### src/rtl/gate_unit_pipe.sv
// -----------------------------------------------------------------------------
// gate_unit_pipe
//
// Registered bitwise gate unit with valid/ready handshakes on both sides.
// One of seven bitwise ops (NOT/AND/NAND/OR/NOR/XOR/XNOR) is applied to
// WIDTH-bit operands. The result and its status flags appear one cycle after
// the input transfer. In accumulate mode the second operand is an internal
// accumulator. Each legal op writes its result back into the accumulator.
//
// Parameters
//   WIDTH   operand/result width in bits (>= 1)
//   CNT_W   width of the accepted-transfer counter (wraps silently)
//
// Ports
//   clk        in   rising-edge clock
//   rst        in   synchronous active-high reset
//   in_valid   in   operands/op valid
//   in_ready   out  unit can accept (transfer on in_valid && in_ready)
//   op         in   0 NOT a, 1 AND, 2 NAND, 3 OR, 4 NOR, 5 XOR, 6 XNOR, 7 illegal
//   acc_mode   in   1: second operand is the accumulator instead of b
//   a, b       in   operands
//   out_valid  out  result registers hold an unconsumed result
//   out_ready  in   consumer accepts (transfer on out_valid && out_ready)
//   result     out  registered op result
//   zero       out  result == 0
//   parity     out  XOR-reduction of result
//   op_err     out  result came from an illegal op
//   op_count   out  number of accepted input transfers
// -----------------------------------------------------------------------------
module gate_unit_pipe #(
    parameter int WIDTH = 8,
    parameter int CNT_W = 16
) (
    input  logic             clk,
    input  logic             rst,
    input  logic             in_valid,
    output logic             in_ready,
    input  logic [2:0]       op,
    input  logic             acc_mode,
    input  logic [WIDTH-1:0] a,
    input  logic [WIDTH-1:0] b,
    output logic             out_valid,
    input  logic             out_ready,
    output logic [WIDTH-1:0] result,
    output logic             zero,
    output logic             parity,
    output logic             op_err,
    output logic [CNT_W-1:0] op_count
);

    localparam logic [2:0] OP_NOT  = 3'd0;
    localparam logic [2:0] OP_AND  = 3'd1;
    localparam logic [2:0] OP_NAND = 3'd2;
    localparam logic [2:0] OP_OR   = 3'd3;
    localparam logic [2:0] OP_NOR  = 3'd4;
    localparam logic [2:0] OP_XOR  = 3'd5;
    localparam logic [2:0] OP_XNOR = 3'd6;

    // Bitwise gate evaluation. NOT ignores the second operand. The illegal
    // code yields all zeros so the held result is well defined.
    function automatic logic [WIDTH-1:0] gate_eval(
        input logic [2:0]       f_op,
        input logic [WIDTH-1:0] f_x,
        input logic [WIDTH-1:0] f_y
    );
        logic [WIDTH-1:0] r;
        case (f_op)
            OP_NOT:  r = ~f_x;
            OP_AND:  r = f_x & f_y;
            OP_NAND: r = ~(f_x & f_y);
            OP_OR:   r = f_x | f_y;
            OP_NOR:  r = ~(f_x | f_y);
            OP_XOR:  r = f_x ^ f_y;
            OP_XNOR: r = ~(f_x ^ f_y);
            default: r = {WIDTH{1'b0}};
        endcase
        return r;
    endfunction

    // Even-parity bit of a result word.
    function automatic logic parity_of(input logic [WIDTH-1:0] f_v);
        return ^f_v;
    endfunction

    // Checks whether an op code names one of the seven gates.
    function automatic logic is_legal(input logic [2:0] f_op);
        logic r;
        case (f_op)
            OP_NOT, OP_AND, OP_NAND, OP_OR, OP_NOR, OP_XOR, OP_XNOR: r = 1'b1;
            default:                                                 r = 1'b0;
        endcase
        return r;
    endfunction

    // State registers and their next-state values
    logic             out_valid_q, out_valid_d;
    logic [WIDTH-1:0] result_q,    result_d;
    logic             zero_q,      zero_d;
    logic             parity_q,    parity_d;
    logic             op_err_q,    op_err_d;
    logic [CNT_W-1:0] op_count_q,  op_count_d;
    logic [WIDTH-1:0] acc_q,       acc_d;

    logic             accept_s;
    logic [WIDTH-1:0] opb_s;
    logic [WIDTH-1:0] calc_s;
    logic             legal_s;

    // The output slot frees up in the same cycle it is popped, so a new
    // operand can be taken every cycle under full throughput.
    assign in_ready = !out_valid_q || out_ready;
    assign accept_s = in_valid && in_ready;

    // Datapath: operand select and gate evaluation
    always_comb begin
        opb_s   = acc_mode ? acc_q : b;
        calc_s  = gate_eval(op, a, opb_s);
        legal_s = is_legal(op);
    end

    // Next-state logic. Registers load only on an accepted transfer, so inputs
    // presented without in_valid never reach any state.
    always_comb begin
        out_valid_d = out_valid_q;
        result_d    = result_q;
        zero_d      = zero_q;
        parity_d    = parity_q;
        op_err_d    = op_err_q;
        op_count_d  = op_count_q;
        acc_d       = acc_q;
        if (accept_s) begin
            out_valid_d = 1'b1;
            result_d    = calc_s;
            zero_d      = (calc_s == {WIDTH{1'b0}});
            parity_d    = parity_of(calc_s);
            op_err_d    = !legal_s;
            op_count_d  = op_count_q + {{(CNT_W-1){1'b0}}, 1'b1};
            if (legal_s) begin
                acc_d = calc_s;
            end else begin
                acc_d = acc_q;
            end
        end else if (out_valid_q && out_ready) begin
            // Popped with nothing arriving: the slot empties, data is held
            out_valid_d = 1'b0;
        end else begin
            out_valid_d = out_valid_q;
        end
    end

    // State register with synchronous reset that discards any in-flight result
    always_ff @(posedge clk) begin
        if (rst) begin
            out_valid_q <= 1'b0;
            result_q    <= {WIDTH{1'b0}};
            zero_q      <= 1'b1;
            parity_q    <= 1'b0;
            op_err_q    <= 1'b0;
            op_count_q  <= {CNT_W{1'b0}};
            acc_q       <= {WIDTH{1'b0}};
        end else begin
            out_valid_q <= out_valid_d;
            result_q    <= result_d;
            zero_q      <= zero_d;
            parity_q    <= parity_d;
            op_err_q    <= op_err_d;
            op_count_q  <= op_count_d;
            acc_q       <= acc_d;
        end
    end

    assign out_valid = out_valid_q;
    assign result    = result_q;
    assign zero      = zero_q;
    assign parity    = parity_q;
    assign op_err    = op_err_q;
    assign op_count  = op_count_q;

endmodule

### config.mk
export PLATFORM = sky130hd
export DESIGN_NAME = gate_unit_pipe
export DESIGN_NICKNAME = d
export VERILOG_FILES = /design/src/rtl/gate_unit_pipe.sv
export SDC_FILE = /design/constraint.sdc
export NUM_CORES = 1
export LEC_CHECK = 0
export CAP_MARGIN = 10
export CORE_ASPECT_RATIO = 0.8
export CORE_MARGIN = 3
export CORE_UTILIZATION = 50
export CTS_BUF_LIST = sky130_fd_sc_hd__clkbuf_8 sky130_fd_sc_hd__clkbuf_16
export DETAILED_ROUTE_END_ITERATION = 10
export PLACE_DENSITY = 0.8
export SLEW_MARGIN = 15
export SYNTH_ARGS = -nofsm -noshare
export SYNTH_HDL_FRONTEND = slang
export SYNTH_SLANG_ARGS = --single-unit
### constraint.sdc
create_clock -name clk -period 3.81 [get_ports clk]
set_input_delay 0.762 -clock clk [delete_from_list [all_inputs] [get_ports clk]]
set_output_delay 0.762 -clock clk [all_outputs]
set_load 0.02 [all_outputs]
==> metrics.txt, run 1 <==
# setup viols final=0; Post-CTS Setup Bufs=0; Synth area leader=dfxtp_1; Sw Pwr=0.000281 W; Worst slew margin=53.9%; DP HPWL=between 4000 and 5000 µm; syn_nets=~300; WS Path Type=input pin to flip-flop; wire length per cell=15.1 µm; post-synthesis mux area share=8.46%; fraction of the mapped netlist area in simple logic gates=19.2%; drt first pass iters=4; CTS tree=built; EDFF count, synth=0; Post-synth top cells=36 x dfxtp_1, 21 x ha_1, 19 x o21ai_0; post-CTS sizing=0; combinational power share=25.2%; Final Hold Fails=0; first-pass GRT wire length=roughly 9000 µm; CP arrival=3.60 ns; Synth top area share=32.3%; crit path capture=parity; crit-path cells=clkdlybuf4s50_1 > buf_4 > mux2i_1 > ha_1 > nand4b_1 > o21ai_0 > nor3_1 > ha_1 > xnor2_1 > xnor2_1 > a211oi_1; unrepaired setup endpoints after global routing=false; Setup TNS=0 ns; fin util=roughly 70%; Crit. End Element=flip-flop; FF-to-FF path depth=9; Leakage=about 1.2 nW; required time worst endpoint=4.01 ns; number of antenna repair diodes=0; DRC errors left=0; pwr dens=340 nW/µm²; startpoint type of the worst setup path=input pin; initial core utilization=52.8%; CTS Sinks=36; pre-CTS setup slack=0.139 ns; Sequential Power Share=41.5%; Clock Tree Root=clkbuf_8; FP Rows=21; ys flop type=dfxtp_1; worst hold margin=between 0.4 and 0.5 ns; Reg2Reg Setup Slack=1.30 ns; Synth Instances=258; CP Launch Point=acc_mode; Area contributors post-synth=dfxtp_1 32%, ha_1 12%, mux2i_1 4.9%; sequential fraction of the synthesis area=~32%; Via density=5.69; I/O Buffers=52; # H-tree levels=2; Synth Area in Adders=11.8%; maxcap violations=0; top-count cell post-synth=dfxtp_1; number of DRC markers in iteration 0=120; fmax=a little under 0.3 GHz; fin worst setup slack=~0.41 ns; Antenna Nets Post-Route=0; initial antenna violation count=0; Worst Hold Class=flip-flop to flip-flop; Avg Cell Area, Syn=8.65 µm²; clock skew=roughly 0.0064 ns; Core ar.=between 4000 and 5000 µm²; CTS Buffer Depth=2; CP max stage delay=0.62 ns; Net Sw Frac=28.3%; nets@finish=~360; status=completed; worst ir drop on vdd=208 µV; die width=80.7 µm; Critical-path top delay cell=clkdlybuf4s50_1; Synth Register Bits=36; height of the die=between 60 and 70 µm; main combinational cell family by area after synthesis=simple AND/OR/NAND/NOR gates; gr ovfl total=0; post-synthesis xor/xnor area fraction=3.14%; post-synthesis compound-gate area fraction=18.7%; Layout area overhead=31.0%; clock network power share=between 30 and 40%; io pins=53; Power Internal=0.000713 W; RR Startpoint=acc_q[3]; worst-skew pair later-pin latency=~0.29 ns; die area=roughly 5300 µm²; Netlist cell types=39; r2r endpoint=parity; synthesized area=between 2000 and 2500 µm²; layout cells sized above 1=around 8.4%; crit-path max FO=5; number of global-route vias before repair=between 1500 and 2000; Period Utilization, post-route=89.2%; clk slew on worst S/H paths=0.07 ns; fin. max-slew vios=0; CTS Buf Count=5; min Tclk post-route=3.40 ns; largest net degree at the start of global routing=24; ys async rst share=0%; yosys warns=0; routed wire length=5550 µm; GP Congestion=around 0.82; GRT Overall Usage=22.5%; Slew @ Worst Pin=0.689 ns; cts-stage hold buffer count=0; DR vias=2095
[placed cells by master (no fill, tap or decap), drive strengths merged, types with 4 or more instances in the layout]
master and instances:
a211oi 7, a21oi 12, a221oi 4, buf 8, clkbuf 5, clkdlybuf4s50 52
dfxtp 36, ha 21, inv 20, mux2 7, mux2i 11, nand2 12
nand2b 9, nand3 5, nand3b 7, nand4 7, nor2 15, o21ai 19
o221ai 6, o32ai 5, or3 7, or4 4, xnor2 5
[metrics by stage]
stage | cell area, µm² | total power [W] | instances
floorplan | 2230 | 0.000576 | 258
global placement | 2820 | 0.000663 | 360
detailed placement | 2820 | 0.000670 | 360
CTS | 2920 | 0.000999 | 368
global route | 2920 | 0.00104 | 368
finish | 2920 | 0.000995 | 368
[cell type report]
| class | count | area (µm²) |
|---|---|---|
| Fill cell | 352 | 1310 |
| Timing Repair Buffer | 60 | 581 |
| Multi-Input combinational cell | 187 | 1370 |
| Tap cell | 57 | 71.3 |
| Sequential cell | 36 | 721 |
| Clock buffer | 5 | 68.8 |
| Inverter | 20 | 77.6 |
| Clock inverter | 3 | 38.8 |
[how the worst min path moves through the flow]
| stage | startpoint | end | slack [ns] | cells after the start |
|---|---|---|---|---|
| 6_report | zero | zero | 0.48 | 1 |
| 5_1_grt | zero | zero | 0.50 | 1 |
| 4_1_cts | zero | zero | 0.49 | 1 |
| 3_5_place_dp | result[1] | result[1] | 0.47 | 2 |
| 3_3_place_gp | op_count[15] | op_count[15] | 0.46 | 2 |
| 2_1_floorplan | acc_q[4] | acc_q[4] | 0.45 | 2 |
[sequential cells by signal, indices dropped and copies added (netlist names)]
| register | flops |
|---|---|
| zero | 1 |
| out_valid | 1 |
| op_count | 16 |
| acc_q | 8 |
| op_err | 1 |
| parity | 1 |
| result | 8 |
[per-layer routing]
| layer | track usage (%) | vias to the layer above | share of wire (%) |
|---|---|---|---|
| li1 | - | 1047 | - |
| met1 | 30.8 | 981 | 49 |
| met2 | 33.6 | 61 | 45 |
| met3 | 6.16 | 6 | 5.4 |
| met4 | 8.44 | 0 | 1.2 |
| met5 | 0 | - | 0 |
[critical path: cells and delay by family]
family | cells | cell delay, ns
XOR/XNOR | 2 | 0.30
multiplexers | 1 | 0.28
buffers and inverters | 2 | 0.83
AO/OA/AOI/OAI | 2 | 0.30
adder cells (fa/ha/maj) | 2 | 0.62
AND/OR/NAND/NOR | 2 | 0.51
[power groups by stage]
stage               Combinational, W  Clock [W]  Sequential (W)
floorplan                   0.000142          0        0.000433
global placement            0.000243          0        0.000420
detailed placement          0.000250          0        0.000421
CTS                         0.000252   0.000336        0.000412
global route                0.000276   0.000351        0.000415
finish                      0.000251   0.000331        0.000413
[cells by family (layout without fill, tap and decap cells)]
family	after synthesis	count (layout)
buf+inv	35	88
compound gates	63	63
mux	18	18
fa+ha+maj	21	21
flops	36	36
simple gates	77	77
xor+xnor	8	8
(Power assumes the default switching activity.)
==> run 2: changes to the inputs <==
- CAP_MARGIN: 10 -> unset
- CTS_CLUSTER_DIAMETER: unset -> 80
- GPL_ROUTABILITY_DRIVEN: unset -> 0
==> results of run 2 <==
The final DEF is identical to that of run 1; final timing and power are the same.
